### config.mk
export PLATFORM = sky130hd
export DESIGN_NAME = parking_spot_manager
export DESIGN_NICKNAME = d
export VERILOG_FILES = /design/src/rtl/parking_spot_manager.sv
export SDC_FILE = /design/constraint.sdc
export NUM_CORES = 1
export LEC_CHECK = 0
export ABC_CLOCK_PERIOD_IN_PS = 10730
export BUFFER_PORTS_ARGS = -buffer_cell sky130_fd_sc_hd__buf_2
export CORE_MARGIN = 1
export CORE_UTILIZATION = 35
export CTS_CLUSTER_SIZE = 14
export DETAILED_ROUTE_END_ITERATION = 8
export GPL_TIMING_DRIVEN = 1
export SLEW_MARGIN = 20
export SYNTH_ARGS = -nofsm -noshare
export SYNTH_HDL_FRONTEND = slang
export SYNTH_SLANG_ARGS = --single-unit
export TNS_END_PERCENT = 100
### constraint.sdc
create_clock -name Clk -period 10.73 [get_ports Clk]
set_clock_uncertainty 0.1 [all_clocks]
set_input_delay 2.146 -clock Clk [delete_from_list [all_inputs] [get_ports Clk]]
set_output_delay 2.146 -clock Clk [all_outputs]
set_load 0.02 [all_outputs]
### src/rtl/parking_spot_manager.sv
// Parking-lot controller: synchronises the gate sensors, checks each entry/exit
// against the DIP-selected spot, and drives the timed grant/deny traffic sign.
module parking_spot_manager #(
  parameter int NUM_SPOTS   = 8,
  parameter int CNT_W       = 4,
  parameter int SIGN_HOLD   = 50000000,
  parameter int SYNC_STAGES = 2
) (
  input  logic                 Clk,
  input  logic                 Reset,
  input  logic                 InSensor,
  input  logic                 OutSensor,
  input  logic [NUM_SPOTS-1:0] SpotSel,
  output logic [NUM_SPOTS-1:0] SpotMap,
  output logic [CNT_W-1:0]     QntFull,
  output logic [CNT_W-1:0]     QntFree,
  output logic [CNT_W-1:0]     SelIndex,
  output logic [2:0]           TrafficSign,
  output logic [1:0]           DenyCode
);

  localparam int TMR_W = (SIGN_HOLD > 2) ? $clog2(SIGN_HOLD) : 1;
  localparam logic [TMR_W-1:0] TMR_LOAD = TMR_W'(SIGN_HOLD - 1);
  localparam logic [CNT_W-1:0] CNT_MAX  = CNT_W'(NUM_SPOTS);

  localparam logic [1:0] DC_NONE     = 2'd0;
  localparam logic [1:0] DC_INVALID  = 2'd1;
  localparam logic [1:0] DC_MISMATCH = 2'd2;
  localparam logic [1:0] DC_COLLIDE  = 2'd3;

  typedef enum logic [2:0] {
    ST_IDLE  = 3'b001,
    ST_GRANT = 3'b010,
    ST_DENY  = 3'b100
  } sign_state_e;

  // ---------------------------------------------------------------------------
  // Sensor synchronisers and falling-edge detectors (index 0 entry, 1 exit).
  // Flops reset to 0 so an idle-high sensor cannot look like a fall on release.
  // ---------------------------------------------------------------------------
  logic [1:0] sensor_raw;
  logic [1:0] sensor_pulse;

  assign sensor_raw = {OutSensor, InSensor};

  generate
    for (genvar gi = 0; gi < 2; gi++) begin : g_sensor
      logic [SYNC_STAGES-1:0] sync_q;
      logic                   prev_q;

      always_ff @(posedge Clk or posedge Reset) begin
        if (Reset) begin
          sync_q <= '0;
          prev_q <= 1'b0;
        end else begin
          sync_q <= {sync_q[SYNC_STAGES-2:0], sensor_raw[gi]};
          prev_q <= sync_q[SYNC_STAGES-1];
        end
      end

      assign sensor_pulse[gi] = prev_q & ~sync_q[SYNC_STAGES-1];
    end
  endgenerate

  logic entry_ev;
  logic exit_ev;

  assign entry_ev = sensor_pulse[0];
  assign exit_ev  = sensor_pulse[1];

  // ---------------------------------------------------------------------------
  // Spot selection decode
  // ---------------------------------------------------------------------------
  logic             sel_valid;
  logic [CNT_W-1:0] sel_idx;

  always_comb begin
    sel_idx = '0;
    for (int i = 0; i < NUM_SPOTS; i++) begin
      if (SpotSel[i]) sel_idx = CNT_W'(i + 1);
    end
  end

  assign sel_valid = $onehot(SpotSel);
  assign SelIndex  = sel_valid ? sel_idx : '0;

  // ---------------------------------------------------------------------------
  // Occupancy state, sign state machine and hold timer
  // ---------------------------------------------------------------------------
  logic [NUM_SPOTS-1:0] map_q, map_d;
  logic [CNT_W-1:0]     full_q, full_d;
  sign_state_e          state_q, state_d;
  logic [TMR_W-1:0]     timer_q, timer_d;
  logic [1:0]           code_q, code_d;
  logic                 sel_free;

  // With a one-hot selection this is simply the free bit of the chosen spot.
  assign sel_free = |(map_q & SpotSel);

  always_ff @(posedge Clk or posedge Reset) begin
    if (Reset) begin
      map_q   <= '1;
      full_q  <= '0;
      state_q <= ST_IDLE;
      timer_q <= '0;
      code_q  <= DC_NONE;
    end else begin
      map_q   <= map_d;
      full_q  <= full_d;
      state_q <= state_d;
      timer_q <= timer_d;
      code_q  <= code_d;
    end
  end

  always_comb begin
    map_d   = map_q;
    full_d  = full_q;
    state_d = state_q;
    timer_d = timer_q;
    code_d  = code_q;

    // Hold countdown; a resolved event below overrides it.
    if (state_q != ST_IDLE) begin
      if (timer_q == '0) begin
        state_d = ST_IDLE;
      end else begin
        timer_d = timer_q - TMR_W'(1);
      end
    end

    if (entry_ev || exit_ev) begin
      timer_d = TMR_LOAD;
      state_d = ST_DENY;
      if (entry_ev && exit_ev) begin
        code_d = DC_COLLIDE;
      end else if (!sel_valid) begin
        code_d = DC_INVALID;
      end else if (entry_ev) begin
        if (sel_free && (full_q != CNT_MAX)) begin
          map_d   = map_q & ~SpotSel;
          full_d  = full_q + CNT_W'(1);
          state_d = ST_GRANT;
          code_d  = DC_NONE;
        end else begin
          code_d = DC_MISMATCH;
        end
      end else begin
        if (!sel_free && (full_q != '0)) begin
          map_d   = map_q | SpotSel;
          full_d  = full_q - CNT_W'(1);
          state_d = ST_GRANT;
          code_d  = DC_NONE;
        end else begin
          code_d = DC_MISMATCH;
        end
      end
    end
  end

  assign SpotMap     = map_q;
  assign QntFull     = full_q;
  assign QntFree     = CNT_MAX - full_q;
  assign TrafficSign = state_q;
  assign DenyCode    = code_q;

endmodule

# After elaboration in Yosys (flattened, before gate mapping)
# Index checks and enable logic that the tools add are counted.
word_totals:
  reg_bits: 49
  latchBits: 0
  mem_bits_rw: 0
  mem_bits_ro: 0
  inputBits: 12
  output_inout_bits: 25
  elab_cells: 79
  n_memories: 0
classes:
  n_addsub: 11
  n_mul: 0
  n_div: 0
  n_lt_le_gt_ge: 0
  n_eq_ne: 5
  shifts: 0
  n_mux: 31
  n_bitwise: 9
  reduce_logical: 14
ops:
  columns: ["op", "count"]
  rows:
  - ["$mux 26", 3]
  - ["$mux 4", 11]
  - ["$logic_not 26->1", 1]
  - ["$sub 26x1->26 const B", 1]
  - ["$mux 3", 8]
  - ["$mux 8", 3]
  - ["$and 8x8->8", 2]
  - ["$mux 2", 5]
  - ["$add 1x1->2", 4]
  - ["$not 8->8", 1]
  - ["$or 8x8->8", 1]
  - ["$reduce_or 8->1", 1]
  - ["$add 2x2->3", 2]
  - ["$reduce_bool 2->1", 3]
  - ["$reduce_and 5->1", 1]
  - ["$add 3x3->4", 1]
  - ["$add 4x1->4 const B", 1]
  - ["$eq 4x1->1 const B", 1]
  - ["$ne 2x1->1 const B", 2]
  - ["$ne 4x4->1 const B", 1]
  - ["$reduce_and 2->1", 2]
  - ["$reduce_bool 4->1", 1]
  - ["$sub 4x1->4 const B", 1]
  - ["$sub 4x4->4 const A", 1]
  - ["other kinds (7)", 12]

# Logic depth before layout (Yosys ltp)
# Gate-level depths: netlist of run 1.
logic_depth:
  word_depth: 9
  mapped_depth: 14
  mapped_depth_nobuf: 13

# Worst setup path before layout of run 1
# Ideal clock, no wire load.
synth_path:
  path_type: "input to output"
  start: "input port SpotSel[0]"
  end: "output port SelIndex[1]"
  t_arrival_ps: 5401
  t_required_ps: 8484
  setup_slack_ps: 3083
  path_stages: 11
  n_path_buf: 0
  cell_sequence: "inv_1 fa_1 fa_1 fa_1 inv_1 ha_1 inv_1 fa_1 nand3b_1 o41a_1 a311oi_1"
synth_between:
  elab_chain_cells: 5
synth_lines:
  columns: ["item", "line_no", "source"]
  rows:
  - ["from (decl)", "13", "input logic [NUM_SPOTS-1:0] SpotSel,"]
  - ["$add 1x1->2 (implied by the code)", "84", "assign sel_valid = $onehot(SpotSel);"]
  - ["$add 2x2->3 (implied by the code)", "84", null]
  - ["$add 3x3->4 (implied by the code)", "84", null]
  - ["$eq 4x1->1", "84", null]
  - ["$mux 4", "85", "assign SelIndex = sel_valid ? sel_idx : '0;"]
  - ["to (decl)", "17", "output logic [CNT_W-1:0] SelIndex,"]
# No other way between the ends.

# Worst setup path after layout of run 1
# Same ends and word-level chain as after synthesis.

==> run_results.csv, run 1 <==
group,metric,value,unit
sta,drv_slew,0,
floorplan,rows,32,
worst_setup_path,cp_top_family,"adder cells",
logic_synthesis,synth_edf_count,0,
layout,final_nets,345,
worst_setup_path,critical_path_class,"primary input to primary output",
floorplan,start_util,36.2,%
outcome,outcome,"finished, final reports clean",
detailed_routing,drt_wl_total,6.13,mm
detailed_routing,drt_pass1_iterations,4,
floorplan,die_y,91.6,um
floorplan,core_area,7770,um2
layout,final_area,3190,um2
pwr,swShare,37.2,%
clock_network,numCtsBuffers,5,
pwr,vdd_drop_max,79.3,uV
logic_synthesis,postSynthCellCount,290,
grt,antenna_found_initial,0,
layout,post-route-util,41.1,%
clock_network,cts_buffer_depth,2,
sta,period_share,72.3,%
logic_synthesis,synth_nets,315,
worst_setup_path,crit_slowest_cell,"fa_1",
pwr,p_int,381,uW
clock_network,hold_buffers,0,
grt,grt_overflow_total,0,
logic_synthesis,synth_warnings,0,
detailed_routing,drt_iter0_drc,128,
clock_network,htree_levels,2,
detailed_routing,dr_total_vias,2318,
detailed_routing,post-route-drc-count,0,
logic_synthesis,ys.flop_type,"dfrtp_1",
detailed_routing,postRouteAntennaNets,0,
layout,fin_cells,423,
worst_setup_path,max_stage_delay,0.55,ns
clock_network,cts_tree,"yes",
logic_synthesis,synthArstFlopShare,100,%
sta,hold_viol,0,
worst_setup_path,crit_chain,"buf_2 > inv_1 > fa_1 > fa_1 > fa_1 > inv_1 > ha_1 > inv_1 > fa_1 > nand3b_1 > o41a_1 > a311oi_1 > buf_2",
logic_synthesis,netlist.area_leader.share,35.6,%
clock_network,post-cts-setup-buffer-count,0,
placed_design,dp.cells,415,
worst_setup_path,worstPathMaxFanout,7,
sta,fin_crit,7.76,ns
sta,setup_violations,0,
pwr,leakagePower,1.31,nW
clock_network,clock-sinks,49,
logic_synthesis,synth-seq-cells,49,
detailed_routing,detail_route.wl_per_cell,14.5,um
logic_synthesis,ys_seq_area_share,44.0,%
worst_setup_path,critPathCaptureType,"primary output",
layout,seqCellArea,1240,um2
sta,fin_setup_tns,0,ns
placed_design,finalWeightedCongestion,0.846,
worst_setup_path,arrival,5.51,ns
layout,synthToLayoutAreaGrowth,13.6,%
grt,track_usage,15.5,%
floorplan,dieArea,8400,um2
min_path,hp-class,"flop to flop",
pwr,power_switching,226,uW
worst_setup_path,crit_buf_inv,5,
clock_network,cts_resized,0,
min_path,min_path_cells,0,
pwr,clock_power_share,23.1,%
placed_design,hpwl,4.34,mm
layout,multi_input_area,1420,um2
logic_synthesis,synth.avg_cell_area,9.69,um2
clock_network,cts_root_buf,"clkbuf_8",
logic_synthesis,syn_area,2810,um2
placed_design,post_dp_cell_area,3060,um2
worst_setup_path,cp.depth,13,
layout,drive_gt1_share,21.5,%
pwr,power_frac_seq,41.6,%
sta,max_freq,129,MHz
detailed_routing,vias_per_cell,5.48,
job,drv_cap,0,
logic_synthesis,yosys.area.top_type,"dfrtp_1",
grt,grt_max_degree,50,
grt,grt_pass1_vias,2202,
worst_setup_path,worst_setup_path_start_kind,"primary input",
logic_synthesis,ys_types,52,
placed_design,portBuffers,36,
sta,rsz0062_at_grt,"no",
logic_synthesis,synth_area_leaders,"dfrtp_1 36%, dfstp_2 8.4%, a31oi_1 5.6%, o21ai_0 3.9%, fa_1 3.6%",
worst_setup_path,required,8.48,ns
layout,antenna_cells,0,
grt,grt_pass1_wl,10.3,mm
pwr,pwr_density_cell,190,nW/um2
floorplan,fp.dieW,91.6,um
sta,tightestPinTransition,0.964,ns
worst_setup_path,reg2reg_depth,5,
clock_network,clk_pin_slew,0.09,ns
sta,holdWs,0.256,ns
pwr,pwr-share-comb,35.3,%
clock_network,worstSkewPairLatency,0.31,ns
sta,maxSlewHeadroom,35.4,%
layout,nFillCells,800,
floorplan,io_pins,37,
worst_setup_path,cpMostUsedCell,"fa_1",
[layer usage]
metal	share of wire, %	track usage (%)
met1	50	21.6
met2	46	23.9
met3	3.3	3.48
met4	1.3	4.76
met5	0	0
[cell usage after synthesis (2+ instances only)]
cell      count
and2_1        2
or2_2         3
nor2_1       13
buf_2         3
nand3_1       7
or3_1         9
dfrtp_1      40
nand2_1      10
nor4_1        6
mux2i_1       2
or3b_2        2
dfstp_2       9
nand4b_1      2
nor2b_1       2
inv_1        24
clkbuf_1     10
and3_1        2
o211ai_1      4
xnor2_1       7
a22oi_1       4
nor3_1       11
nand3b_1      5
o31ai_1       3
ha_1          8
or4_1         6
a311oi_1      2
a21oi_1      14
and4_1        6
nor3b_1       2
o21ai_0      22
a31oi_1      25
fa_1          5
[logic make-up (layout without fill, tap and decap cells)]
kind of cell,after synthesis,after routing,synth area share (%)
AOI/OAI and AO/OA,83,83,18.6
buffers and inverters,39,70,5.74
adders and majority gates,13,13,7.12
muxes,3,3,1.11
and+or+nand+nor,95,95,21.0
DFF,49,49,44.0
xor gates and xnor gates,8,8,2.49
[stage by stage]
step	worst slack [ns]	power [mW]
6_report	2.97	0.607
5_1_grt	2.76	0.648
4_1_cts	2.96	0.613
3_5_place_dp	2.94	0.474
3_3_place_gp	3.04	0.467
2_1_floorplan	3.08	0.408
[area by class of cell]
| cell class | count | share of cell area, % |
|---|---|---|
| Multi-Input combinational cell | 202 | 44.5 |
| Sequential cell | 49 | 38.8 |
| Timing Repair Buffer | 38 | 6.11 |
| Tap cell | 102 | 4.00 |
| Inverter | 24 | 2.86 |
| Clock buffer | 6 | 2.59 |
| Clock inverter | 2 | 1.18 |
[layout by cell type (no fill, tap or decap), types with 3 or more instances in the layout]
master    netlist  final
inv_1          24     23
a31oi_1        25     25
buf_2           3     36
nand3_1         7      7
dfrtp_1        40     40
ha_1            8      8
or4_1           6      6
or2_2           3      3
a21oi_1        14     14
nor2_1         13     13
or3_1           9      9
o31ai_1         3      3
nor4_1          6      6
and4_1          6      6
dfstp_2         9      9
o211ai_1        4      4
fa_1            5      5
a22oi_1         4      4
o21ai_0        22     22
nand3b_1        5      5
nand2_1        10     10
xnor2_1         7      7
clkbuf_8        0      6
nor3_1         11     11
[final timing paths]
check | startpoint | to | slack [ns]
worst min register to register | g_sensor[0].sync_q[0]$_DFF_PP0_ | g_sensor[0].sync_q[1]$_DFF_PP0_ | 0.26
worst max-delay path | SpotSel[0] | SelIndex[1] | 2.97
max in group asynchronous | Reset | timer_q[15]$_DFFE_PP0P_ | 8.16
worst min-delay path | g_sensor[0].sync_q[0]$_DFF_PP0_ | g_sensor[0].sync_q[1]$_DFF_PP0_ | 0.26
worst max register to register | g_sensor[1].sync_q[1]$_DFF_PP0_ | QntFull[1]$_DFFE_PP0P_ | 7.93
min in group asynchronous | Reset | g_sensor[0].sync_q[0]$_DFF_PP0_ | 1.87
[power by group through the flow]
| stage | logic, mW | clock network [mW] | registers (mW) |
|---|---|---|---|
| floorplan | 0.124 | 0 | 0.284 |
| global placement | 0.211 | 0 | 0.256 |
| detailed placement | 0.217 | 0 | 0.257 |
| CTS | 0.217 | 0.143 | 0.253 |
| global route | 0.238 | 0.151 | 0.259 |
| finish | 0.214 | 0.140 | 0.253 |
(Power assumes the default switching activity.)
==> run 2: changes to the inputs <==
ABC_CLOCK_PERIOD_IN_PS = 7600   (was 10730)
clock period = 7.6 ns   (was 10.73 ns; I/O delays follow)
==> run 2 against run 1 <==
Effect of this change:
- via count fell by 0.52%
- non-clock buffer count rose by 1
- largest cell class unchanged
- critical path depth did not move
- register-to-register slack got worse by 3.0 ns
- highest routed layer unchanged
- clock power rose by 9%
- hold slack improved by 0.0018 ns
- worst setup slack got worse by 1.9 ns
- sequential power rose by 41%
- first-iteration DRC count fell by 24%
- wire length barely moved
==> run_results.csv, run 2 (same netlist as run 1, synthesis figures left out) <==
group,metric,value,unit
layout,nFillCells,805,
worst_setup_path,crit_chain,"buf_2 > inv_1 > fa_1 > fa_1 > fa_1 > inv_1 > ha_1 > inv_1 > fa_1 > nand3b_1 > o41a_1 > a311oi_1 > buf_2",
sta,hold_viol,0,
worst_setup_path,critical_path_class,"primary input to primary output",
floorplan,io_pins,37,
worst_setup_path,cpMostUsedCell,"fa_1",
detailed_routing,drt_iter0_drc,97,
outcome,outcome,"finished, final reports clean",
layout,final_nets,346,
sta,timing.final.ws_setup,1.05,ns
grt,grt_pass1_vias,2223,
worst_setup_path,cp.depth,13,
clock_network,worstSkewPairLatency,0.30,ns
floorplan,dieArea,8400,um2
sta,max_freq,153,MHz
placed_design,post-place-ws,1.02,ns
worst_setup_path,crit_buf_inv,5,
sta,tightestPinTransition,1.02,ns
pwr,vdd_drop_max,88.0,uV
min_path,hp-class,"flop to flop",
detailed_routing,drt_wl_total,6.13,mm
worst_setup_path,reg2reg_depth,5,
floorplan,rows,32,
sta,period_share,86.2,%
placed_design,hpwl,4.39,mm
grt,grt_max_degree,50,
worst_setup_path,required,5.98,ns
floorplan,die_y,91.6,um
layout,synthToLayoutAreaGrowth,12.7,%
worst_setup_path,rrSetupSlack,4.97,ns
sta,drv_slew,0,
pwr,leakagePower,1.30,nW
worst_setup_path,arrival,4.93,ns
sta,maxSlewHeadroom,32.0,%
detailed_routing,vias_per_cell,5.44,
clock_network,clk_pin_slew,0.09,ns
clock_network,cts_resized,0,
grt,track_usage,15.4,%
pwr,pwr_density_cell,257,nW/um2
layout,antenna_cells,0,
clock_network,cts_root_buf,"clkbuf_8",
detailed_routing,postRouteAntennaNets,0,
sta,rsz0062_at_grt,"no",
worst_setup_path,r2r_start,"timer_q[18]$_DFFE_PP0P_",
clock_network,cts_tree,"yes",
layout,layout_commonest_cell,"dfrtp_1",
grt,grt_pass1_wl,10.4,mm
clock_network,numCtsBuffers,5,
detailed_routing,dr_total_vias,2306,
floorplan,start_util,36.2,%
worst_setup_path,worstPathMaxFanout,7,
worst_setup_path,critPathCaptureType,"primary output",
worst_setup_path,r2r_end,"timer_q[11]$_DFFE_PP0P_",
worst_setup_path,worst_setup_path_start_kind,"primary input",
clock_network,htree_levels,2,
sta,setup_violations,0,
floorplan,core_area,7770,um2
clock_network,post-cts-setup-buffer-count,0,
grt,grt_overflow_total,0,
detailed_routing,drt_pass1_iterations,4,
clock_network,hold_buffers,0,
placed_design,finalWeightedCongestion,0.849,
layout,drive_gt1_share,21.4,%
detailed_routing,post-route-drc-count,0,
job,drv_cap,0,
floorplan,fp.dieW,91.6,um
worst_setup_path,cp_top_family,"adder cells",
sta,fin_setup_tns,0,ns
worst_setup_path,cp-endpoint,"SelIndex[1]",
placed_design,portBuffers,36,
grt,antenna_found_initial,0,
clock_network,clock-sinks,49,
layout,mostFrequentLayoutCells,"40 x dfrtp_1, 36 x buf_2, 25 x a31oi_1, 23 x inv_1, 22 x o21ai_0",
detailed_routing,detail_route.wl_per_cell,14.5,um
worst_setup_path,max_stage_delay,0.56,ns
worst_setup_path,crit_slowest_cell,"fa_1",
sta,fin_crit,6.55,ns
clock_network,cts_buffer_depth,2,
worst_setup_path,critical_path.startpoint,"SpotSel[0]",
## run 2: cell types whose count changed in the layout (fill, tap and decap cells not counted), sizes merged
cell      change
buf           +1
bufinv        -1
clkinvlp      +1
## run 2: cell type report
class                      instances  area, um2  area share, %
clock inverter                     2       15.0          0.474
inverter                          24       91.3           2.88
multi-input combinational        202       1420           44.9
sequential                        49       1240           39.1
timing repair buffer              39        203           6.40
tap                              102        128           4.03
clock buffer                       6       72.6           2.29
## run 2: routing by layer
| layer | routed length [um] | GRT usage, % | vias up | share of wire (%) |
|---|---|---|---|---|
| li1 | - | - | 1137 | - |
| met1 | 3080 | 21.6 | 1128 | 50 |
| met2 | 2830 | 23.9 | 34 | 46 |
| met3 | 138 | 2.82 | 7 | 2.3 |
| met4 | 70 | 5.03 | 0 | 1.1 |
| met5 | 0 | 0 | - | 0 |
## run 2: worst min-delay path by stage
stage	start	endpoint	slack, ns	depth (start not counted)
2_1_floorplan	g_sensor[0].sync_q[0]$_DFF_PP0_	g_sensor[0].sync_q[1]$_DFF_PP0_	0.23	0
3_3_place_gp	g_sensor[0].sync_q[0]$_DFF_PP0_	g_sensor[0].sync_q[1]$_DFF_PP0_	0.23	0
3_5_place_dp	g_sensor[0].sync_q[0]$_DFF_PP0_	g_sensor[0].sync_q[1]$_DFF_PP0_	0.24	0
4_1_cts	g_sensor[0].sync_q[0]$_DFF_PP0_	g_sensor[0].sync_q[1]$_DFF_PP0_	0.26	0
5_1_grt	g_sensor[0].sync_q[0]$_DFF_PP0_	g_sensor[0].sync_q[1]$_DFF_PP0_	0.26	0
6_report	g_sensor[0].sync_q[0]$_DFF_PP0_	g_sensor[0].sync_q[1]$_DFF_PP0_	0.26	0
## run 2: worst register-to-register path, cell delays in order (launching register included)
cell and delay (ns):
dfrtp_1 0.42, nor4_1 0.58, nand2_1 0.29, nor4_4 0.79
nor4_1 0.11, a31o_2 0.24
## run 2: per-stage QoR
stage                     total power [mW]  hold slack, ns  utilization, %  cell area, um2  cells
final                                0.813           0.258            40.8            3170    424
after global routing                 0.872           0.263            40.8            3170    424
after CTS                            0.822           0.258            40.7            3160    424
after detailed placement             0.671           0.236            39.5            3070    416
after global placement               0.660           0.234            39.5            3070    416
after floorplan                      0.576           0.231               -            2810    290
## run 2: power breakdown
group	switching, mW	internal, mW	leakage, nW	total [mW]
clock	0.0868	0.0650	0.0374	0.152
sequential	0.0401	0.316	0.530	0.357
combinational	0.189	0.116	0.731	0.305
total	0.315	0.498	1.30	0.813
